==> config.mk <==
export PLATFORM = sky130hd
export DESIGN_NAME = uart_rx_oversampled
export DESIGN_NICKNAME = d
export VERILOG_FILES = /design/src/rtl/uart_rx_oversampled.sv
export SDC_FILE = /design/constraint.sdc
export NUM_CORES = 1
export LEC_CHECK = 0
export BUFFER_PORTS_ARGS = -buffer_cell sky130_fd_sc_hd__clkbuf_2
export CAP_MARGIN = 15
export CORE_MARGIN = 4
export CORE_UTILIZATION = 42
export CTS_BUF_LIST = sky130_fd_sc_hd__clkbuf_2 sky130_fd_sc_hd__clkbuf_4 sky130_fd_sc_hd__clkbuf_8
export DETAILED_ROUTE_END_ITERATION = 7
export PLACE_DENSITY = 0.61
export SYNTH_ARGS = -nofsm -noshare
export SYNTH_HDL_FRONTEND = slang
export SYNTH_SLANG_ARGS = --single-unit
export TNS_END_PERCENT = 10
==> constraint.sdc <==
create_clock -name CLK -period 4.26 [get_ports CLK]
set_input_delay 1.065 -clock CLK [delete_from_list [all_inputs] [get_ports CLK]]
set_output_delay 1.065 -clock CLK [all_outputs]
set_load 0.03 [all_outputs]
==> src/rtl/uart_rx_oversampled.sv <==
// Oversampled, majority-voted UART receiver with FWFT word FIFO and sticky errors; UART_RX_PARITY_EN adds parity.
// Latency: word enters the FIFO on the edge closing the last stop bit's decision tick; errors flag on that same edge.
// Backpressure: rx_ready_i low holds the head word; frames arriving while full are dropped and flag overrun.
module uart_rx_oversampled #(
    parameter int OVERSAMPLE = 16,
    parameter int FIFO_DEPTH = 8,
    parameter int DIV_WIDTH  = 16
) (
    input  logic                          CLK,
    input  logic                          RSTN,
    input  logic [DIV_WIDTH-1:0]          cfg_div_i,
    input  logic [1:0]                    cfg_bits_i,
    input  logic                          cfg_parity_en_i,
    input  logic                          cfg_parity_odd_i,
    input  logic                          cfg_stop_bits_i,
    input  logic                          rx_i,
    output logic [7:0]                    rx_data_o,
    output logic                          rx_valid_o,
    input  logic                          rx_ready_i,
    output logic [$clog2(FIFO_DEPTH):0]   fifo_count_o,
    output logic                          err_parity_o,
    output logic                          err_frame_o,
    output logic                          err_overrun_o,
    input  logic                          err_clr_i
);

    localparam int SW = $clog2(OVERSAMPLE);
    localparam int AW = $clog2(FIFO_DEPTH);
    localparam int CW = AW + 1;

    localparam logic [SW-1:0] S_LO   = SW'(OVERSAMPLE / 2 - 1);
    localparam logic [SW-1:0] S_MID  = SW'(OVERSAMPLE / 2);
    localparam logic [SW-1:0] S_HI   = SW'(OVERSAMPLE / 2 + 1);
    localparam logic [SW-1:0] S_LAST = SW'(OVERSAMPLE - 1);
    localparam logic [CW-1:0] FULL_CNT = CW'(FIFO_DEPTH);

    typedef enum logic [2:0] {
        IDLE,
        START,
        DATA,
`ifdef UART_RX_PARITY_EN
        PARITY,
`endif
        STOP
    } state_t;

    state_t state_q, state_d;

    logic                 sync1, sync2, rx_prev;
    logic                 rx_s;
    logic                 start_det;
    logic [DIV_WIDTH-1:0] div_cnt, div_m1;
    logic [SW-1:0]        samp_cnt;
    logic                 tick, at_decide, at_end;
    logic                 s_a, s_b, voted;
    logic [2:0]           bit_cnt;
    logic                 stop_cnt;
    logic [7:0]           data_q;
    logic                 frame_bad;
    logic                 last_data, last_stop;
    logic                 push, set_frame;
    logic                 par_err_flag;

    // FIFO state
    logic [7:0]           fifo_mem [FIFO_DEPTH];
    logic [AW-1:0]        wr_ptr, rd_ptr;
    logic [CW-1:0]        fifo_cnt;
    logic                 fifo_empty, fifo_full, do_push, do_pop;

    always_ff @(posedge CLK or negedge RSTN) begin
        if (!RSTN) begin
            sync1   <= 1'b1;
            sync2   <= 1'b1;
            rx_prev <= 1'b1;
        end else begin
            sync1   <= rx_i;
            sync2   <= sync1;
            rx_prev <= sync2;
        end
    end

    assign rx_s      = sync2;
    assign start_det = (state_q == IDLE) && rx_prev && !rx_s;

    // Divider of 0 behaves as 1; >= keeps a mid-frame shrink from running away.
    assign div_m1    = (cfg_div_i == '0) ? '0 : cfg_div_i - DIV_WIDTH'(1);
    assign tick      = (state_q != IDLE) && (div_cnt >= div_m1);
    assign at_decide = tick && (samp_cnt == S_HI);
    assign at_end    = tick && (samp_cnt == S_LAST);
    assign voted     = (s_a & s_b) | (s_a & rx_s) | (s_b & rx_s);

    assign last_data = (bit_cnt == ({1'b0, cfg_bits_i} + 3'd4));
    assign last_stop = (stop_cnt == cfg_stop_bits_i);

`ifdef UART_RX_PARITY_EN
    logic par_acc, par_err, par_bad, set_par;
    assign par_bad      = voted ^ par_acc ^ cfg_parity_odd_i;
    assign par_err_flag = par_err;
`else
    logic unused_parity_cfg;
    assign unused_parity_cfg = cfg_parity_en_i ^ cfg_parity_odd_i;
    assign par_err_flag      = 1'b0;
`endif

    always_ff @(posedge CLK or negedge RSTN) begin
        if (!RSTN) begin
            state_q <= IDLE;
        end else begin
            state_q <= state_d;
        end
    end

    always_comb begin
        state_d   = state_q;
        push      = 1'b0;
        set_frame = 1'b0;
`ifdef UART_RX_PARITY_EN
        set_par   = 1'b0;
`endif
        case (state_q)
            IDLE: begin
                if (start_det) state_d = START;
            end
            START: begin
                if (at_decide && voted) state_d = IDLE;
                else if (at_end)        state_d = DATA;
            end
            DATA: begin
                if (at_end && last_data) begin
`ifdef UART_RX_PARITY_EN
                    state_d = cfg_parity_en_i ? PARITY : STOP;
`else
                    state_d = STOP;
`endif
                end
            end
`ifdef UART_RX_PARITY_EN
            PARITY: begin
                if (at_decide && par_bad) set_par = 1'b1;
                if (at_end)               state_d = STOP;
            end
`endif
            STOP: begin
                // Leave at the final decision tick so the next start edge is caught early.
                if (at_decide) begin
                    if (!voted) set_frame = 1'b1;
                    if (last_stop) begin
                        state_d = IDLE;
                        push    = voted && !frame_bad && !par_err_flag;
                    end
                end
            end
            default: state_d = IDLE;
        endcase
    end

    always_ff @(posedge CLK or negedge RSTN) begin
        if (!RSTN) begin
            div_cnt   <= '0;
            samp_cnt  <= '0;
            s_a       <= 1'b0;
            s_b       <= 1'b0;
            bit_cnt   <= '0;
            stop_cnt  <= 1'b0;
            data_q    <= '0;
            frame_bad <= 1'b0;
`ifdef UART_RX_PARITY_EN
            par_acc   <= 1'b0;
            par_err   <= 1'b0;
`endif
        end else if (start_det) begin
            div_cnt   <= '0;
            samp_cnt  <= '0;
            bit_cnt   <= '0;
            stop_cnt  <= 1'b0;
            data_q    <= '0;
            frame_bad <= 1'b0;
`ifdef UART_RX_PARITY_EN
            par_acc   <= 1'b0;
            par_err   <= 1'b0;
`endif
        end else if (state_q == IDLE) begin
            div_cnt  <= '0;
            samp_cnt <= '0;
        end else begin
            div_cnt <= tick ? '0 : div_cnt + DIV_WIDTH'(1);
            if (tick) samp_cnt <= (samp_cnt == S_LAST) ? '0 : samp_cnt + SW'(1);
            if (tick && (samp_cnt == S_LO))  s_a <= rx_s;
            if (tick && (samp_cnt == S_MID)) s_b <= rx_s;
            if ((state_q == DATA) && at_decide) begin
                data_q[bit_cnt] <= voted;
`ifdef UART_RX_PARITY_EN
                par_acc         <= par_acc ^ voted;
`endif
            end
            if ((state_q == DATA) && at_end) bit_cnt  <= bit_cnt + 3'd1;
            if ((state_q == STOP) && at_end) stop_cnt <= 1'b1;
            if (set_frame) frame_bad <= 1'b1;
`ifdef UART_RX_PARITY_EN
            if (set_par) par_err <= 1'b1;
`endif
        end
    end

    assign fifo_empty = (fifo_cnt == '0);
    assign fifo_full  = (fifo_cnt == FULL_CNT);
    assign do_pop     = rx_ready_i && !fifo_empty;
    // A pop in the same cycle frees the slot, so a full FIFO still accepts the push.
    assign do_push    = push && (!fifo_full || do_pop);

    always_ff @(posedge CLK or negedge RSTN) begin
        if (!RSTN) begin
            wr_ptr   <= '0;
            rd_ptr   <= '0;
            fifo_cnt <= '0;
        end else begin
            if (do_push) wr_ptr <= wr_ptr + AW'(1);
            if (do_pop)  rd_ptr <= rd_ptr + AW'(1);
            if (do_push && !do_pop)      fifo_cnt <= fifo_cnt + CW'(1);
            else if (!do_push && do_pop) fifo_cnt <= fifo_cnt - CW'(1);
        end
    end

    always_ff @(posedge CLK) begin
        if (do_push) fifo_mem[wr_ptr] <= data_q;
    end

    assign rx_valid_o   = !fifo_empty;
    assign rx_data_o    = fifo_empty ? 8'h00 : fifo_mem[rd_ptr];
    assign fifo_count_o = fifo_cnt;

    // Set has priority over clear.
    always_ff @(posedge CLK or negedge RSTN) begin
        if (!RSTN) begin
            err_frame_o   <= 1'b0;
            err_overrun_o <= 1'b0;
        end else begin
            if (set_frame)      err_frame_o <= 1'b1;
            else if (err_clr_i) err_frame_o <= 1'b0;
            if (push && fifo_full && !do_pop) err_overrun_o <= 1'b1;
            else if (err_clr_i)               err_overrun_o <= 1'b0;
        end
    end

`ifdef UART_RX_PARITY_EN
    always_ff @(posedge CLK or negedge RSTN) begin
        if (!RSTN) begin
            err_parity_o <= 1'b0;
        end else if (set_par) begin
            err_parity_o <= 1'b1;
        end else if (err_clr_i) begin
            err_parity_o <= 1'b0;
        end
    end
`else
    assign err_parity_o = 1'b0;
`endif

endmodule

==> results summary, run 1 <==
The run finished, with violations left. The checks that failed: setup timing. The worst max-slew margin expressed relative to the limit is 0.440. The TritonCTS clock tree is built. The number of hold violations in the final report is 0. The final-report max-slew violation count came to 0. The setup check on the worst reg-to-reg path leaves a slack of 0.97 ns. The die covers 15700 um2.

The pin count of the biggest net entering global routing came out at 34. The total congestion overflow is 0. The H-tree generated during clock tree synthesis spans 4 levels. The per-cell routed wire length is between 15 and 20 um. The number of buffers on the longest clock path came out at 2. The worst setup path is launched from an input port.

The total area inside the core boundary comes to 13300 um2. The total via count after detailed routing came out at about 3.9k. Synthesis handed over a netlist of roughly 470 instances. 42 I/O pins were placed. Of the available clock period, the critical path in the final layout requires 1.15.

The number of nets in the synthesized netlist came out at about 530. The total global-route track usage came out at 0.155. The number of buffers inserted by hold repair at cts is 0. The first-pass iteration count of the detailed router is 4. The placement-stage worst setup slack came out at -1.17 ns.

The clock-pin slew of the registers on the worst-case setup and hold paths came out at roughly 0.070 ns. The number of DRC violations after detailed-routing iteration 0 came out at ~220. Setup repair after global routing could not meet its margin everywhere. The number of enable flip-flop cells after synthesis is 64. The maximum clock skew at final layout is about 0.011 ns. In the final layout, the share of cells above drive strength 1 is 0.372. The layout-stage area growth over the synthesis result came out at 29.6%. Setup violations remaining at the end of the flow were counted as 105. The class of the most critical setup path is in2reg.

The x dimension of the die came out at 125 um. The number of filler cells placed in the layout is roughly 1.1k. The congestion estimate from routability-driven global placement came to between 0.8 and 0.9. The total placed cells including tap cells came out at around 720. The number of port buffers is 38. Excluding fillers, the count of instances in the completed layout stands at between 700 and 800.

The areal power density over the cells came out at 348 nW/um2. The total routed wirelength came out at 11.6 mm. The initial antenna violation count came out at 0. The placed wire-length estimate after detailed placement came out at 8.29 mm.

The data arrival time of the worst path came out at ~5.2 ns. Across all hold checks on the routed design, the worst slack comes to roughly 0.36 ns. The final critical-path required period is 4.90 ns.

The worst IR drop on VDD came out at 172 uV. Registers take 3230 um2. The number of CTS-inserted buffers came out at 17.

The mean number of vias per cell came out at slightly above 5. The global-route wire length before repair is just under 20 mm. Summing internal, switching and leakage power gives 2.61 mW. The share of flip-flops with an asynchronous set or reset came out at 0.448.

The post-synthesis area per instance is around 12 um2. The CTS sink count came out at ~120. The count of antenna diodes in the layout came out at 0. After synthesis, the netlist uses between 50 and 60 different library cells.

The worst endpoint required time came out at between 4 and 5 ns. The starting density of the core is 0.433. The total negative slack is -25.97 ns. The clock tree root buffer cell is clkbuf_8. Leaving out fill and tap cells, the most frequent cell in the layout is edfxtp_1. The worst setup path is captured at a flip-flop. In this run the remaining antenna-violating nets after routing total 0. The tool flagged a number of max-cap violations equal to 0.

The die height is 125 um. The transition time of the tightest slew-check pin is 0.839 ns. The register bit count reported by yosys came out at ~120. The number of warnings printed during yosys synthesis is 0. After synthesis the cells add up to approximately 5800 um2. The via count of the first global-routing pass was 4086. In the layout the commonest cells are edfxtp_1 (64), dfrtp_1 (49), nand2_1 (46). The insertion delay to the later sink of the worst-skew pair came out at between 0.4 and 0.5 ns.

The cell leakage power is ~2.8 nW. The number of remaining DRC errors is 0. The floorplan has 42 rows. Across all setup checks in the final design, the least slack found is -0.637 ns. The worst hold path belongs to the class reg2reg.

For this run, the register share of the synthesized area comes to 0.559. The number of nets in the finished design came out at between 600 and 700. The most used flip-flop cell after synthesis is edfxtp_1. The multi-input combinational cell area is roughly 2800 um2. Of all nets on the critical path, the largest fanout is 3.

The maximum clock frequency came out at 0.204 GHz.
-- metal layers --
layer  global-route usage  up-vias  wire [um]
met5                    0        -          0
met1                0.191     1917       5140
met4               0.0542        0        231
li1                     -     1899          -
met3               0.0371       17        314
met2                0.269       55       5960
-- Yosys cell counts (3+ instances only) --
cell      instances  area share
mux4_2           16       0.062
xor2_1           19       0.029
ha_1             28       0.061
mux2i_1          21       0.036
dfrtp_1          49        0.21
nor3_1           11      0.0095
clkbuf_1          9      0.0058
nand3b_1          6      0.0078
nand2b_1          5      0.0054
edfxtp_1         64        0.33
a21oi_1          12       0.010
buf_2             3      0.0026
buf_1             4      0.0026
xnor2_1          18       0.027
o21ai_0           6      0.0052
and3_1            7      0.0076
nor2_1           49       0.032
nand2_1          56       0.036
mux2_2            5      0.0097
nand4_1           8      0.0087
a21o_1            3      0.0039
nand3_1          16       0.014
dfstp_2           3       0.014
inv_1            15      0.0097
nor4_1            8      0.0087
or3_1             3      0.0032
-- path summary, 6_finish.rpt --
path                                                to                    start  cells after the start
min in group asynchronous         div_cnt[8]$_DFF_PN0_                     RSTN                      1
max reg2reg                fifo_count_o[3]$_DFFE_PN0P_  samp_cnt[1]$_DFFE_PN0P_                     14
min reg2reg                             rx_s$_DFF_PN1_          sync1$_DFF_PN1_                      0
max in group asynchronous       state_q[0]$_DFFE_PN0P_                     RSTN                      2
max                        fifo_count_o[3]$_DFFE_PN0P_             cfg_div_i[9]                     21
min                                     rx_s$_DFF_PN1_          sync1$_DFF_PN1_                      0
-- layout make-up --
| type | instances | share of cell area |
|---|---|---|
| timing repair buffer | 95 | 0.0938 |
| sequential | 116 | 0.431 |
| clock buffer | 23 | 0.0389 |
| inverter | 15 | 0.00752 |
| multi-input combinational | 322 | 0.379 |
| tap | 176 | 0.0294 |
| clock inverter | 9 | 0.0202 |
-- metrics by stage --
stage          cell area (um2)   util
2_1_floorplan             5830      -
3_3_place_gp              6540  0.490
3_5_place_dp              6540  0.490
4_1_cts                   7130  0.534
5_1_grt                   7490  0.561
6_report                  7490  0.561
-- worst max-delay path: stages --
cell and delay [ns]:
buf_6 0.09, or4_4 0.53, or3_4 0.34, or4_4 0.42
or3_4 0.36, buf_6 0.14, nand2_4 0.06, ha_4 0.12
nand4_1 0.18, buf_6 0.19, nor3_4 0.19, a211oi_4 0.08
a311oi_4 0.28, ha_2 0.25, inv_2 0.05, ha_4 0.20
a21o_1 0.18, a21oi_2 0.14, xnor2_1 0.12, nor2_1 0.07
xor2_1 0.13
-- kinds of logic after synthesis --
| group | after synthesis | share of synthesized area |
|---|---|---|
| buf+inv | 33 | 0.0240 |
| fa+ha+maj | 30 | 0.0658 |
| other cells | 1 | 0.000649 |
| mux | 42 | 0.109 |
| xor+xnor | 37 | 0.0561 |
| compound gates | 32 | 0.0353 |
| flops | 116 | 0.559 |
| simple gates | 180 | 0.151 |
-- state kept, by name, indices dropped and copies added, names as in the netlist, 2 cells and up --
name / flops
wr_ptr: 3
samp_cnt: 4
div_cnt: 16
rd_ptr: 3
state_q: 2
bit_cnt: 3
fifo_mem: 64
fifo_count_o: 4
data_q: 8
-- power by group --
part	internal, mW	switching [mW]
sequential	1.21	0.0536
combinational	0.122	0.108
clock	0.692	0.424
total	2.02	0.586
-- repair_timing --
| item | in CTS | in global routing |
|---|---|---|
| gates resized for setup | 24 | 64 |
| endpoints found under the hold margin | 0 | 0 |
| setup buffers | 4 | 5 |
| pin swaps | 10 | 14 |
| endpoints found under the setup margin | 106 | 110 |
Note: power is estimated with default switching activity, not from simulation.
==> run 2: changes to the inputs <==
- CTS_BUF_LIST: sky130_fd_sc_hd__clkbuf_2 sky130_fd_sc_hd__clkbuf_4 sky130_fd_sc_hd__clkbuf_8 -> not set
==> run 2 against run 1 <==
- the flow still finishes with violations (setup timing)
- sequential cell count stayed put
- hold slack worse by 0.0018 ns
- non-clock buffer count down 1
- global-route usage increased by 0.25 points
- die area stayed put
- clock power grew 32%
- sequential power about the same
==> results summary, run 2 (synthesis results as in run 1) <==
The run finished, with violations left. The final reports fail on setup timing. The final non-filler cell total came out at 755. Counting stages on the worst path, the most repeated cell is buf_6. The die covers about 16000 um2.

The layout-stage area growth over the synthesis result is 30.9%. The count of standard-cell rows came out at 42. The worst min-delay path class is reg2reg.

Dividing the final minimum period by the clock period gives 1.16. The placed wire-length estimate after detailed placement came out at between 8 and 9 mm. The number of DRC violations after detailed-routing iteration 0 came out at between 200 and 250. The maximum clock frequency came out at 0.202 GHz.

Leaving out fill and tap cells, the most frequent cells in the layout are edfxtp_1 (64), nand2_1 (50), dfrtp_1 (49). The total routed wirelength is 11.8 mm. The final layout contains approximately 620 nets. Ranked by flip-flop count, first place goes to fifo_mem. The final critical-path required period came out at between 4 and 5 ns. The critical path goes through buf_6 > or4_4 > or3_4 > or4_4 > or3_4 > buf_6 > nand2_4 > ha_4 > nand4_1 > buf_6 > nor3_4 > a211oi_4 > a311oi_4 > ha_2 > inv_2 > buf_6 > fa_2 > mux2_4.

In the routed design, unresolved DRC markers number 0. The clock tree root buffer cell is clkbuf_16. Counting every sink on the clock net gives about 120. The setup slack after layout is -0.686 ns. The flip-flop count of the largest register after layout is 64. The total of max-cap violations is 0. The total power draw is 2.96 mW. The number of setup violations in the final report came out at between 100 and 150. The worst IR drop on VDD is about 260 uV. The via count of the first global-routing pass is around 4k. The H-tree depth is 4. The total placed cells including tap cells is roughly 720. The count of antenna diodes in the layout is 0. The number of top-level design ports came out at 42. The total global-route track usage is 0.158. The largest registers in the layout are fifo_mem (64), div_cnt (16), data_q (8). The placer congestion estimate came out at a little over 0.8. Using the TritonRoute via totals, the vias-per-cell ratio works out to between 5 and 6. For this configuration, the core starts out at a cell density of 0.433. The worst endpoint required time came out at approximately 4.6 ns. The total area inside the core boundary comes to 13300 um2. The insertion delay to the later sink of the worst-skew pair is 0.41 ns. The most common cell after layout, fill and taps aside is edfxtp_1. The areal power density over the cells came out at slightly below 400 nW/um2. The total congestion overflow came out at 0. The pin count of the biggest net entering global routing is 34. No sink is reached through more buffers than the 2 on the longest clock path. The data arrival time of the worst path came out at 5.23 ns.

The maximum clock skew at final layout is between 0.007 and 0.008 ns. The number of hold violations in the final report was 0. In this run the remaining antenna-violating nets after routing total 0.

The largest stage delay on the critical path came out at about 0.53 ns. During placement, the flow inserted port buffers numbering 38. The cell leakage power is around 2.9 nW.

The detailed router placed approximately 3.9k vias in this run. The critical path is of the in2reg type. The slowest stage of the critical path belongs to the cell or4_4. The TritonCTS clock tree is built.

The maximum fanout along the worst path came out at 3. STA classifies the critical path startpoint as an input port. The number of CTS-inserted buffers is 17. The transition time of the tightest slew-check pin is between 0.8 and 0.9 ns. The global-route wire length before repair came out at approximately 20 mm. STA classifies the critical path endpoint as a flip-flop. The die height came out at about 130 um. The clock-pin slew of the registers on the worst-case setup and hold paths is 0.05 ns. The number of buffers inserted by hold repair at cts came out at 0. Setup repair after global routing could not meet its margin everywhere. After detailed routing, the average wire length per cell comes to between 15 and 20 um. The x dimension of the die is 125 um. The worst max-slew margin expressed relative to the limit came out at 0.438. The setup check on the worst reg-to-reg path leaves a slack of about 1 ns. The final standard cell utilization of the core came out at 0.566. The final-report max-slew violation count came out at 0. Of the cells placed in the final design, the portion with a size suffix greater than 1 is 0.342. The first-pass iteration count of the detailed router came out at 4.

The initial antenna violation count is 0.
run 2: metal layers:
layer / routed length [um] / up-vias / part of all wire / global-route usage
met4: 214 / 0 / 0.018 / 0.0657
met2: 6110 / 63 / 0.52 / 0.267
met3: 396 / 16 / 0.033 / 0.0358
li1: - / 1899 / - / -
met1: 5130 / 1889 / 0.43 / 0.196
met5: 0 / - / 0 / 0
run 2: final timing paths:
check,depth (start not counted),endpoint,start
setup / recovery,18,fifo_count_o[1]$_DFFE_PN0P_,cfg_div_i[9]
hold / removal,0,rx_s$_DFF_PN1_,sync1$_DFF_PN1_
setup reg to reg,11,fifo_count_o[1]$_DFFE_PN0P_,samp_cnt[1]$_DFFE_PN0P_
hold reg to reg,0,rx_s$_DFF_PN1_,sync1$_DFF_PN1_
max in group asynchronous,2,err_overrun_o$_DFFE_PN0P_,RSTN
min in group asynchronous,1,div_cnt[7]$_DFF_PN0_,RSTN
run 2: critical path: cells and delay by family:
family          cells  cell delay (ns)
compound gates      2             0.43
fa+ha+maj           3             0.84
buf+inv             5             0.57
mux                 1             0.27
simple gates        7             2.05
run 2: area by class of cell:
cell class	instances	area [um2]
fill	1119	5790
sequential	116	3230
multi-input combinational	322	2750
timing repair buffer	94	687
clock buffer	23	468
tap	176	220
clock inverter	9	151
inverter	15	56.3
run 2: what timing repair did:
action	4_1_cts	5_1_grt
cloned	0	0
endpoints found under the setup margin	108	110
hold endpoints to repair	0	0
buffers inserted	4	4
pin swaps	10	13
resized for setup	24	43
run 2: where the power goes:
part	switching, mW	internal [mW]	leakage (nW)
sequential	0.0515	1.21	0.982
combinational	0.106	0.113	1.60
clock	0.477	1.01	0.291
total	0.634	2.33	2.87
run 2: metrics by stage:
stage               hold slack, ns  setup WS (ns)  setup TNS [ns]  cell area, um2
floorplan                    0.345         -0.955          -49.58            5830
global placement             0.349          -1.07          -69.41            6540
detailed placement           0.347          -1.17          -77.94            6540
CTS                          0.355         -0.690          -20.17            7300
global route                 0.364         -0.841          -39.36            7560
finish                       0.354         -0.686          -27.96            7560
